### src/rtl/cpu_pkg.sv
// cpu_pkg
//   Shared encodings for the 16-bit CPU pipeline control:
//   - fwd_sel_t    : ALU operand source select (register file, EM ALU result, WB data)
//   - MM_*         : memory-mode encodings carried down the pipeline
//   - ctrl_state_t : hazard controller FSM states
//   - timer_w()    : width of the memory-wait down-counter for a given latency
package cpu_pkg;

  typedef enum logic [1:0] {
    FWD_RF  = 2'b00,
    FWD_MEM = 2'b01,
    FWD_WB  = 2'b10
  } fwd_sel_t;

  localparam logic [1:0] MM_NONE = 2'b00;
  localparam logic [1:0] MM_LOAD = 2'b01;

  typedef enum logic {
    RUN      = 1'b0,
    MEM_WAIT = 1'b1
  } ctrl_state_t;

  // $clog2(lat) bits, never less than one so the counter always exists.
  function automatic int timer_w(input int lat);
    return (lat > 2) ? $clog2(lat) : 1;
  endfunction

endpackage

### src/rtl/mem_wait_timer.sv
// mem_wait_timer
//   Loadable down-counter that measures the remaining data-memory wait cycles.
// Ports
//   clk      in  1  clock
//   rst      in  1  synchronous active-high reset (clears the count)
//   load     in  1  load load_val (has priority over dec)
//   load_val in  W  value loaded on load
//   dec      in  1  decrement by one (holds at zero)
//   zero     out 1  count is zero
module mem_wait_timer #(
  parameter int W = 1
) (
  input  logic         clk,
  input  logic         rst,
  input  logic         load,
  input  logic [W-1:0] load_val,
  input  logic         dec,
  output logic         zero
);

  logic [W-1:0] cnt;

  always_ff @(posedge clk) begin
    if (rst) begin
      cnt <= '0;
    end else if (load) begin
      cnt <= load_val;
    end else if (dec && (cnt != '0)) begin
      cnt <= cnt - W'(1);
    end
  end

  assign zero = (cnt == '0);

endmodule

### src/rtl/pipeline_hazard_ctrl.sv
// pipeline_hazard_ctrl
//   Hazard and forwarding control for the 5-stage 16-bit CPU pipeline.
//   Freezes the pipeline during multi-cycle data-memory accesses, inserts a
//   one-cycle bubble on load-use, squashes wrong-path work on a taken branch,
//   and selects ALU operand forwarding sources.
// Ports
//   clk, rst                     clock, synchronous active-high reset
//   id_rs1/id_rs2, id_use1/2     Decode source registers and their use flags
//   ex_rs1/ex_rs2, ex_rd         Execute source / destination registers
//   ex_wbs, ex_mm, ex_br_taken   Execute writeback, memory mode, taken branch
//   mem_rd, mem_wbs, mem_mm,     Memory-stage destination, writeback, memory
//   mem_wm                       mode and memory write
//   wb_rd, wb_wbs                Writeback destination and writeback flag
//   stall_f/d/e/m                hold PC / FD / DE / EM registers
//   flush_fd/de/mw               load bubble into FD / DE / MW registers
//   fwdA/fwdB                    ALU operand select (00 RF, 01 EM, 10 WB)
//   busy                         controller is waiting on data memory
//   stall_cycles                 saturating count of cycles with stall_f=1
module pipeline_hazard_ctrl
  import cpu_pkg::*;
#(
  parameter int REG_W   = 4,
  parameter int MEM_LAT = 2,
  parameter int CNT_W   = 16
) (
  input  logic             clk,
  input  logic             rst,
  input  logic [REG_W-1:0] id_rs1,
  input  logic [REG_W-1:0] id_rs2,
  input  logic             id_use1,
  input  logic             id_use2,
  input  logic [REG_W-1:0] ex_rs1,
  input  logic [REG_W-1:0] ex_rs2,
  input  logic [REG_W-1:0] ex_rd,
  input  logic             ex_wbs,
  input  logic [1:0]       ex_mm,
  input  logic             ex_br_taken,
  input  logic [REG_W-1:0] mem_rd,
  input  logic             mem_wbs,
  input  logic [1:0]       mem_mm,
  input  logic             mem_wm,
  input  logic [REG_W-1:0] wb_rd,
  input  logic             wb_wbs,
  output logic             stall_f,
  output logic             stall_d,
  output logic             stall_e,
  output logic             stall_m,
  output logic             flush_fd,
  output logic             flush_de,
  output logic             flush_mw,
  output logic [1:0]       fwdA,
  output logic [1:0]       fwdB,
  output logic             busy,
  output logic [CNT_W-1:0] stall_cycles
);

  localparam int            TW        = timer_w(MEM_LAT);
  localparam bit            MULTI_CYC = (MEM_LAT > 1);
  // The first frozen cycle happens in RUN, so the timer only covers the rest.
  localparam logic [TW-1:0] LOAD_VAL  = TW'((MEM_LAT > 1) ? (MEM_LAT - 2) : 0);

  ctrl_state_t state, next_state;
  logic        mem_acc;
  logic        load_use;
  logic        hazard_ok;
  logic        t_load, t_dec, t_zero;
  logic        mem_fwd_ok;
  fwd_sel_t    fwd_a, fwd_b;

  assign mem_acc  = (mem_mm == MM_LOAD) | mem_wm;
  assign load_use = (ex_mm == MM_LOAD) && ex_wbs &&
                    ((id_use1 && (ex_rd == id_rs1)) || (id_use2 && (ex_rd == id_rs2)));

  mem_wait_timer #(.W(TW)) u_timer (
    .clk      (clk),
    .rst      (rst),
    .load     (t_load),
    .load_val (LOAD_VAL),
    .dec      (t_dec),
    .zero     (t_zero)
  );

  always_ff @(posedge clk) begin
    if (rst) begin
      state <= RUN;
    end else begin
      state <= next_state;
    end
  end

  always_ff @(posedge clk) begin
    if (rst) begin
      stall_cycles <= '0;
    end else if (stall_f && (stall_cycles != '1)) begin
      stall_cycles <= stall_cycles + CNT_W'(1);
    end
  end

  // Branch and load-use are only honoured when the pipeline is not frozen by
  // memory; the release cycle of a wait counts as unfrozen, so a branch or
  // load-use that sat in Execute during the freeze is handled as it advances.
  always_comb begin
    next_state = state;
    stall_f    = 1'b0;
    stall_d    = 1'b0;
    stall_e    = 1'b0;
    stall_m    = 1'b0;
    flush_fd   = 1'b0;
    flush_de   = 1'b0;
    flush_mw   = 1'b0;
    busy       = 1'b0;
    t_load     = 1'b0;
    t_dec      = 1'b0;
    hazard_ok  = 1'b0;
    if (rst) begin
      flush_fd = 1'b1;
      flush_de = 1'b1;
      flush_mw = 1'b1;
    end else begin
      case (state)
        RUN: begin
          if (mem_acc && MULTI_CYC) begin
            {stall_f, stall_d, stall_e, stall_m} = 4'b1111;
            flush_mw   = 1'b1;
            t_load     = 1'b1;
            next_state = MEM_WAIT;
          end else begin
            hazard_ok = 1'b1;
          end
        end
        MEM_WAIT: begin
          busy = 1'b1;
          if (!t_zero) begin
            {stall_f, stall_d, stall_e, stall_m} = 4'b1111;
            flush_mw = 1'b1;
            t_dec    = 1'b1;
          end else begin
            next_state = RUN;
            hazard_ok  = 1'b1;
          end
        end
        default: next_state = RUN;
      endcase
      // A taken branch makes the Decode instruction wrong-path, so it wins.
      if (hazard_ok) begin
        if (ex_br_taken) begin
          flush_fd = 1'b1;
          flush_de = 1'b1;
        end else if (load_use) begin
          stall_f  = 1'b1;
          stall_d  = 1'b1;
          flush_de = 1'b1;
        end
      end
    end
  end

  // Load data is not available in Memory, so a load there never forwards.
  assign mem_fwd_ok = mem_wbs && (mem_mm != MM_LOAD);

  always_comb begin
    fwd_a = FWD_RF;
    fwd_b = FWD_RF;
    if (!rst) begin
      if (mem_fwd_ok && (mem_rd == ex_rs1)) begin
        fwd_a = FWD_MEM;
      end else if (wb_wbs && (wb_rd == ex_rs1)) begin
        fwd_a = FWD_WB;
      end
      if (mem_fwd_ok && (mem_rd == ex_rs2)) begin
        fwd_b = FWD_MEM;
      end else if (wb_wbs && (wb_rd == ex_rs2)) begin
        fwd_b = FWD_WB;
      end
    end
  end

  assign fwdA = fwd_a;
  assign fwdB = fwd_b;

endmodule
### config.mk
export PLATFORM = sky130hd
export DESIGN_NAME = pipeline_hazard_ctrl
export DESIGN_NICKNAME = d
export VERILOG_FILES = /design/src/rtl/cpu_pkg.sv /design/src/rtl/mem_wait_timer.sv /design/src/rtl/pipeline_hazard_ctrl.sv
export SDC_FILE = /design/constraint.sdc
export NUM_CORES = 1
export LEC_CHECK = 0
export CELL_PAD_IN_SITES_DETAIL_PLACEMENT = 1
export CELL_PAD_IN_SITES_GLOBAL_PLACEMENT = 1
export CORE_MARGIN = 1
export CORE_UTILIZATION = 41
export CTS_BUF_LIST = sky130_fd_sc_hd__clkbuf_4 sky130_fd_sc_hd__clkbuf_8
export CTS_CLUSTER_DIAMETER = 150
export CTS_CLUSTER_SIZE = 30
export DETAILED_ROUTE_END_ITERATION = 16
export DONT_BUFFER_PORTS = 1
export HOLD_SLACK_MARGIN = 0.02
export PLACE_DENSITY_LB_ADDON = 0.1
export SLEW_MARGIN = 15
export SYNTH_ARGS = -nofsm -noshare
export SYNTH_HDL_FRONTEND = slang
export SYNTH_SLANG_ARGS = --single-unit
### constraint.sdc
create_clock -name clk -period 1.7 [get_ports clk]
set_input_delay 0.255 -clock clk [delete_from_list [all_inputs] [get_ports clk]]
set_output_delay 0.255 -clock clk [all_outputs]
set_load 0.005 [all_outputs]
# ---- After elaboration in Yosys (flattened, before gate mapping)
# Index checks and enable logic that the tools add are counted.
dict set report classes {
  add_sub_neg 2
  n_eq_ne 10
  n_mux 32
  bitwise 2
  n_reduce_logical 13
}
# operator n
set op_table {}
lappend op_table {{$eq 4x4->1} 6}
lappend op_table {{$mux 1} 24}
lappend op_table {{$add 16x1->16 const B} 1}
lappend op_table {{$ne 16x16->1 const B} 1}
lappend op_table {{$mux 2} 6}
lappend op_table {{$logic_and 1x1->1} 11}
lappend op_table {{$eq 2x1->1 const B} 2}
lappend op_table {{$pmux 1 s2} 2}
lappend op_table {{$ne 2x1->1 const B} 1}
lappend op_table {{$reduce_or 2->1} 1}
lappend op_table {{$logic_or 1x1->1} 1}
lappend op_table {{$not 1->1} 1}
lappend op_table {{$or 1x1->1} 1}
lappend op_table {{$sub 1x1->1 const B} 1}
dict set report totals {
  register_bits 18
  elab_cells 62
}

# ---- Longest topological paths before layout
# Gate-level depths: netlist of the first run.
dict set report logic_depth {
  depth_word 9
  depth_mapped 8
  mapped_depth_nobuf 7
}

# ---- Cells and area by module
# From an unflattened synthesis of the first run, not the netlist that was laid out.
dict set report hier_totals {
  cells_unflattened 163
  hier_area_um2 1282.5
}
# module n_inst cells_per_inst area_each_um2
set by_module_without_submodules {}
lappend by_module_without_submodules {pipeline_hazard_ctrl 1 159 1234.9}
lappend by_module_without_submodules {mem_wait_timer 1 4 47.5}

# ---- Least setup slack after synthesis of the first run
# Ideal clock, no wire load.
dict set report synth_timing {
  kind {reg-to-reg}
  from {register stall_cycles[0]}
  to {register stall_cycles[15]}
  setup_ns 0.125
  t_arrival_ns 1.641
  setup_slack_ns -0.066
  stages_incl_launch_ff 8
  path_buffers 0
  path_cell_list {dfxtp_1 -> ha_1 -> nand2_1 -> nor2_1 -> and3b_1 -> or4_4 -> o211ai_2 -> o31ai_2}
}
dict set report synth_between {
  elab_chain_cells 2
  elab_cells_between_ends 3
  cone_classes {1 x add/sub; 1 x eq/ne; 1 x reduce/logical}
}
# element line_no
set synth_lines {}
lappend synth_lines {{start: declaration} pipeline_hazard_ctrl.sv:54} ;# output logic [CNT_W-1:0] stall_cycles
lappend synth_lines {{start signal: assignment} pipeline_hazard_ctrl.sv:95} ;# stall_cycles <= stall_cycles + CNT_W'(1);
lappend synth_lines {{parallel branches: the longest is 2 deep, another holds $add 16x1->16} --}
# Several ways; the timed one is not identified.
# A chain may end at the register's enable or synchronous reset.

# ---- Worst setup path in the final report of the first run
dict set report layout_timing {
  from {register stall_cycles[9]}
  to {register stall_cycles[12]}
}
# Same word-level chain as after synthesis.

==> results of run 1 <==
-- synthesized netlist by cell type, drive strengths merged (3+ instances only) --
cell / n
nand3: 13
o31ai: 3
a21oi: 6
o41ai: 3
o21ai: 3
inv: 4
nor3: 3
xnor2: 22
dfxtp: 18
or3: 3
nand4: 3
mux2: 3
nand2: 15
or4: 5
buf: 7
nor4: 5
o311ai: 7
and3: 4
nor2b: 4
nor2: 11
-- logic make-up (layout without fill, tap and decap cells) --
group           count (synthesis)  after routing  synth area share (%)
fa+ha+maj                       1              1                 0.931
buf+inv                        13             49                  6.24
mux                             3              3                  2.51
flops                          18             18                  26.8
xor+xnor                       24             24                  15.6
simple gates                   71             71                  31.3
compound gates                 27             27                  16.6
-- metal layers --
metal / vias to the layer above / global-route usage, % / share of wire (%)
li1: 651 / - / -
met1: 670 / 28.3 / 37
met2: 74 / 45.9 / 55
met3: 12 / 4.80 / 6.1
met4: 0 / 10.9 / 2.1
met5: - / 0 / 0
-- registers in the layout (all words and copies together), names as in the netlist --
name / cells
state: 1
u_timer.cnt: 1
stall_cycles: 16
-- what timing repair did --
item | CTS | global route
buffers inserted | 4 | 2
hold endpoints to repair | 4 | 4
endpoints found under the setup margin | 10 | 18
cloned | 2 | 1
resized for setup | 23 | 31
pin swaps | 7 | 7
-- metrics by stage --
stage	std cells	setup slack (ns)	TNS [ns]	utilization (%)
floorplan	157	0.00313	0	-
global placement	224	0.00159	0	51.6
detailed placement	224	-0.0864	-0.338	51.6
CTS	234	-0.0394	-0.0873	58.6
global route	237	-0.145	-1.01	63.9
finish	237	-0.0531	-0.249	63.9
-- worst min path at each step --
stage	endpoint	slack, ns	cells past startpoint
after floorplan	u_timer.cnt$_SDFFE_PP0P_	0.42	2
after detailed placement	stall_cycles[14]$_SDFFE_PP0P_	0.33	1
after CTS	stall_cycles[0]$_SDFFE_PP0P_	-0.02	1
after global placement	stall_cycles[12]$_SDFFE_PP0P_	0.33	1
final	stall_cycles[8]$_SDFFE_PP0P_	-0.02	1
after global routing	stall_cycles[8]$_SDFFE_PP0P_	-0.03	1
-- report_power, final --
| group | internal [uW] | leakage, uW | switching (uW) |
|---|---|---|---|
| sequential | 431 | 0.000150 | 9.88 |
| clock | 131 | 0.0000210 | 160 |
| combinational | 140 | 0.000556 | 105 |
| total | 702 | 0.000727 | 275 |
-- worst register-to-register path, stage by stage (launching register included) --
cell and delay, ns:
dfxtp_2 0.36, and3_4 0.20, nand3_4 0.09, buf_6 0.14
a311oi_4 0.30, nand3_2 0.14, or3_4 0.35, a21oi_2 0.13
-- area by class of cell --
cell class / instances / area share, %
clock buffers: 4 / 1.85
inverters: 4 / 0.891
multi-input cells: 126 / 55.3
flip-flops and latches: 18 / 19.0
well taps: 44 / 2.80
repair buffers: 41 / 20.2
==> flow_summary.yaml, run 1 <==
routing:
  wl_per_cell_um: 19.7
  drtIter0Drc: 56
  wl_mm: 4.68
  num_vias: 1407
  ant_nets: 0
  drtPass1Iterations: 4
  drc: 0
  post_drt_via_cell_ratio: 5.94
setup_path:
  worst_setup_path_end_kind: "flip-flop"
  cp_slowest_cell: "dfxtp_2"
  critPathBufInv: 1
  slowest_delay_ns: 0.36
  setup.worst_path.start: "stall_cycles[9]$_SDFFE_PP0P_"
  crit_end: "stall_cycles[12]$_SDFFE_PP0P_"
  r2r_slack_ns: -0.05
  critical_path_class: "flip-flop to flip-flop"
  crit_cells: 7
  cp_max_fo: 3
  crit_arrival_ns: 2.01
  r2r-end: "stall_cycles[12]$_SDFFE_PP0P_"
  worstSetupStartpointType: "flip-flop"
  critical_path.top_delay_family: "simple AND/OR/NAND/NOR gates"
  cp.required_ns: 1.96
  path_cells: "and3_4 > nand3_4 > buf_6 > a311oi_4 > nand3_2 > or3_4 > a21oi_2"
  reg2reg_depth: 7
  regToRegStartpoint: "stall_cycles[9]$_SDFFE_PP0P_"
global_route:
  grt_pass1_wl_mm: 6.60
  antenna_found_initial: 0
  track_usage_pct: 25.2
  grt_pass1_vias: 1476
  grt_max_degree: 16
  grt_overflow_total: 0
synthesis:
  syn_nets: 199
  synth_edf_count: 0
  ys_ff_latch: 18
  synth-main-ff-cell: "dfxtp_1"
  ys_top_cells_by_area: "dfxtp_1, xnor2_1, nand3_1"
  async_flop_share_pct: 0
  yosysUniqueCellTypes: 43
  yosysTopAreaCellShare_pct: 26.8
  yosysSeqAreaShare_pct: 26.8
  yosys.area.top_type: "dfxtp_1"
  yosysWarnings: 0
  synthCells: 157
  syn_avg_cell_area_um2: 8.56
  synth_area_mm2: 0.00134
power:
  total_power_uw: 977
  p_leak_uw: 0.000727
  irDropWorstVdd_mv: 0.289
  power.density_mw_per_mm2: 497
cts:
  clk_path_buf_depth: 2
  path_clk_slew_ns: 0.12
  tritoncts: "done"
  cts_inserted_buffers: 3
  clock_latency_ns: 0.32
  h-tree-depth: 1
  cts.sinks: 18
  clockRootBuffer: "clkbuf_4"
cells_and_area:
  layout-drive-gt1-share_pct: 49.2
  final_area_mm2: 0.00197
  nFillCells: 343
  layout_commonest_cell: "buf_4"
  final_cell_mix: "buf_4, xnor2_1, nand2_1, nand3_1, dfxtp_2"
  regArea_um2: 373
  multi_input_area_mm2: 0.00109
  finalNetCount: 236
  area_growth_pct: 46.3
  antenna-diode-count: 0
sta:
  setup_violations: 8
  slew_viol_final: 0
  maxSlewHeadroom_pct: 76.9
  finalClockSkew_ns: 0.00457
  tightest_slew_ns: 0.343
  whs_ns: -0.0179
  post-route-min-period_ns: 1.75
  period_share_pct: 103
  max_freq_mhz: 570
  rsz0062_at_grt: "true"
  setup_slack_ns: -0.0531
  hold_viol_final: 3
floorplanning:
  die_area_mm2: 0.00351
  start_util_pct: 43.7
  die_h_um: 59.3
  core_mm2: 0.00308
  rows: 20
  fp.dieW_um: 59.3
  io_pins: 69
min_path:
  hp-start: "rst"
  min_path_type: "primary input to flip-flop"
placed_design:
  port-buffer-count: 0
  globalplace.congestion: 0.827
  dp_hpwl_mm: 2.98
  place_area_mm2: 0.00159
job:
  cap_violations: 0
status:
  outcome: "finished with violations"
  violations: "negative hold slack, negative setup slack"
No activity file was read; power rests on OpenSTA's default activity.
==> run 2, diff against run 1 <==
- ABC_AREA: unset -> 1
- CORE_UTILIZATION: 41 -> 39
==> run 2 against run 1 <==
Against the previous run: the flow now finishes without violations; setup slack better by 0.15 ns; clock power is 23% higher; fmax is 9.2% higher; critical path depth is 1 lower.
==> flow_summary.yaml, run 2 <==
global_route:
  grt_overflow_total: 0
  grt_max_degree: 25
  grt_pass1_vias: 1630
  grt_pass1_wl_mm: 7.03
  antenna_found_initial: 0
  track_usage_pct: 21.4
synthesis:
  syn_nets: 279
  ys_top_cells_by_area: "dfxtp_1, nand2_1, nand3_1"
  syn_avg_cell_area_um2: 6.41
  yosysWarnings: 0
  yosysMostFrequentCell: "nand2_1"
  yosys.area.top_type: "dfxtp_1"
  synthCells: 237
  yosysSeqAreaShare_pct: 23.7
  synth_area_mm2: 0.00152
  synth-main-ff-cell: "dfxtp_1"
  yosysUniqueCellTypes: 31
  ys_ff_latch: 18
  async_flop_share_pct: 0
  synth_edf_count: 0
  synthTopCellsByCount: "nand2_1, inv_1, nand3_1, nor2_1, a21oi_1"
  yosysTopAreaCellShare_pct: 23.7
cells_and_area:
  largest_reg_flops: 16
  antenna-diode-count: 0
  finalNetCount: 283
  layout-drive-gt1-share_pct: 12.9
  regMostFlops: "stall_cycles"
  final_core_util_pct: 44.9
  nFillCells: 514
  area_growth_pct: 9.14
  reg_top3: "stall_cycles: 16 flops, state: 1 flops, u_timer.cnt: 1 flops"
  final_cell_mix: "nand2_1, inv_1, nand3_1, nor2_1, a21oi_1"
  layout_commonest_cell: "nand2_1"
routing:
  drc: 0
  num_vias: 1520
  post_drt_via_cell_ratio: 5.28
  wl_mm: 4.10
  drtIter0Drc: 48
  wl_per_cell_um: 14.2
  ant_nets: 0
  drtPass1Iterations: 4
placed_design:
  port-buffer-count: 0
  globalplace.congestion: 0.851
  dp_hpwl_mm: 3.26
sta:
  setup_violations: 0
  finalClockSkew_ns: 0.00393
  hold_viol_final: 0
  period_share_pct: 94.5
  post-route-min-period_ns: 1.61
  rsz0062_at_grt: "true"
  slew_viol_final: 0
  maxSlewHeadroom_pct: 72.3
  max_freq_mhz: 623
  tightest_slew_ns: 0.411
min_path:
  min_path_type: "primary input to flip-flop"
  hold_depth: 1
setup_path:
  cp_max_fo: 3
  reg2reg_depth: 7
  critical_path_class: "flip-flop to primary output"
  worstSetupStartpointType: "flip-flop"
  cp.required_ns: 1.44
  worst_setup_path_end_kind: "primary output"
  crit_arrival_ns: 1.35
floorplanning:
  io_pins: 69
  die_area_mm2: 0.00415
  rows: 22
  fp.dieW_um: 64.4
  core_mm2: 0.00369
  die_h_um: 64.4
  start_util_pct: 41.2
power:
  p_leak_uw: 0.000693
  irDropWorstVdd_mv: 0.292
  total_power_uw: 936
  power.density_mw_per_mm2: 564
cts:
  cts_inserted_buffers: 3
  postCtsSetupBuffers: 0
  path_clk_slew_ns: 0.07
  h-tree-depth: 1
  tritoncts: "done"
  cts.sinks: 18
  clock_latency_ns: 0.26
  clockRootBuffer: "clkbuf_8"
  clk_path_buf_depth: 2
status:
  outcome: "complete, no violations"
job:
  cap_violations: 0
[run 2: changes by cell type after synthesis, sizes merged, moves of 15 or more]
cell and change:
nand2 +49, inv +28, nand3 +16, xnor2 -15
[run 2: logic make-up after synthesis]
| logic type | Yosys count | share of synthesized area [%] |
|---|---|---|
| xor+xnor | 22 | 12.7 |
| flops | 18 | 23.7 |
| fa+ha+maj | 1 | 0.824 |
| compound gates | 24 | 8.40 |
| simple gates | 133 | 43.2 |
| buf+inv | 39 | 11.2 |
[run 2: final cells by class]
cell class / count / area (um^2) / area share, %
Tap cell: 48 / 60.1 / 3.62
Multi-Input combinational cell: 180 / 1010 / 61.0
Timing Repair Buffer: 6 / 48.8 / 2.94
Inverter: 32 / 120 / 7.25
Sequential cell: 18 / 363 / 21.9
Clock buffer: 4 / 55.1 / 3.32
[run 2: worst paths after layout]
kind	from	to	slack, ns
max reg2reg	stall_cycles[0]$_SDFFE_PP0P_	stall_cycles[5]$_SDFFE_PP0P_	0.14
min reg2reg	u_timer.cnt$_SDFFE_PP0P_	u_timer.cnt$_SDFFE_PP0P_	0.45
max	state$_DFF_P_	flush_mw	0.09
min	rst	stall_cycles[0]$_SDFFE_PP0P_	0.05
[run 2: critical path, cell delays in order, from the launching register on]
cell and delay, ns:
dfxtp_1 0.32, nor2_1 0.10, nand2_1 0.07, o21ai_1 0.13, buf_4 0.16, inv_1 0.03, or2_2 0.30
[run 2: metal layers]
metal | part of all wire (%) | GRT usage (%) | routed length (um) | vias to the layer above
li1 | - | - | - | 764
met1 | 43 | 24.1 | 1750 | 704
met2 | 51 | 37.9 | 2070 | 50
met3 | 6.2 | 6.51 | 253 | 2
met4 | 0.61 | 7.50 | 25 | 0
met5 | 0 | 0 | 0 | -
[run 2: power breakdown]
group | total (uW) | internal, uW | switching [uW]
Sequential | 434 | 428 | 6.07
Clock | 359 | 206 | 153
Combinational | 143 | 56.9 | 85.8
[run 2: what timing repair did]
item | CTS | global route
setup endpoints to repair | 2 | 16
pin swaps | 0 | 2
resized for setup | 1 | 6
hold buffers | 0 | 0
[run 2: metrics by stage]
step	instances	hold slack (ns)	instance area [um^2]	TNS, ns	setup WS [ns]
2_1_floorplan	237	0.376	1520	0	0.221
3_3_place_gp	284	0.328	1570	0	0.132
3_5_place_dp	284	0.330	1570	0	0.0576
4_1_cts	288	0.0484	1630	0	0.0490
5_1_grt	288	0.0387	1660	-0.000939	-0.000939
6_report	288	0.0548	1660	0	0.0940
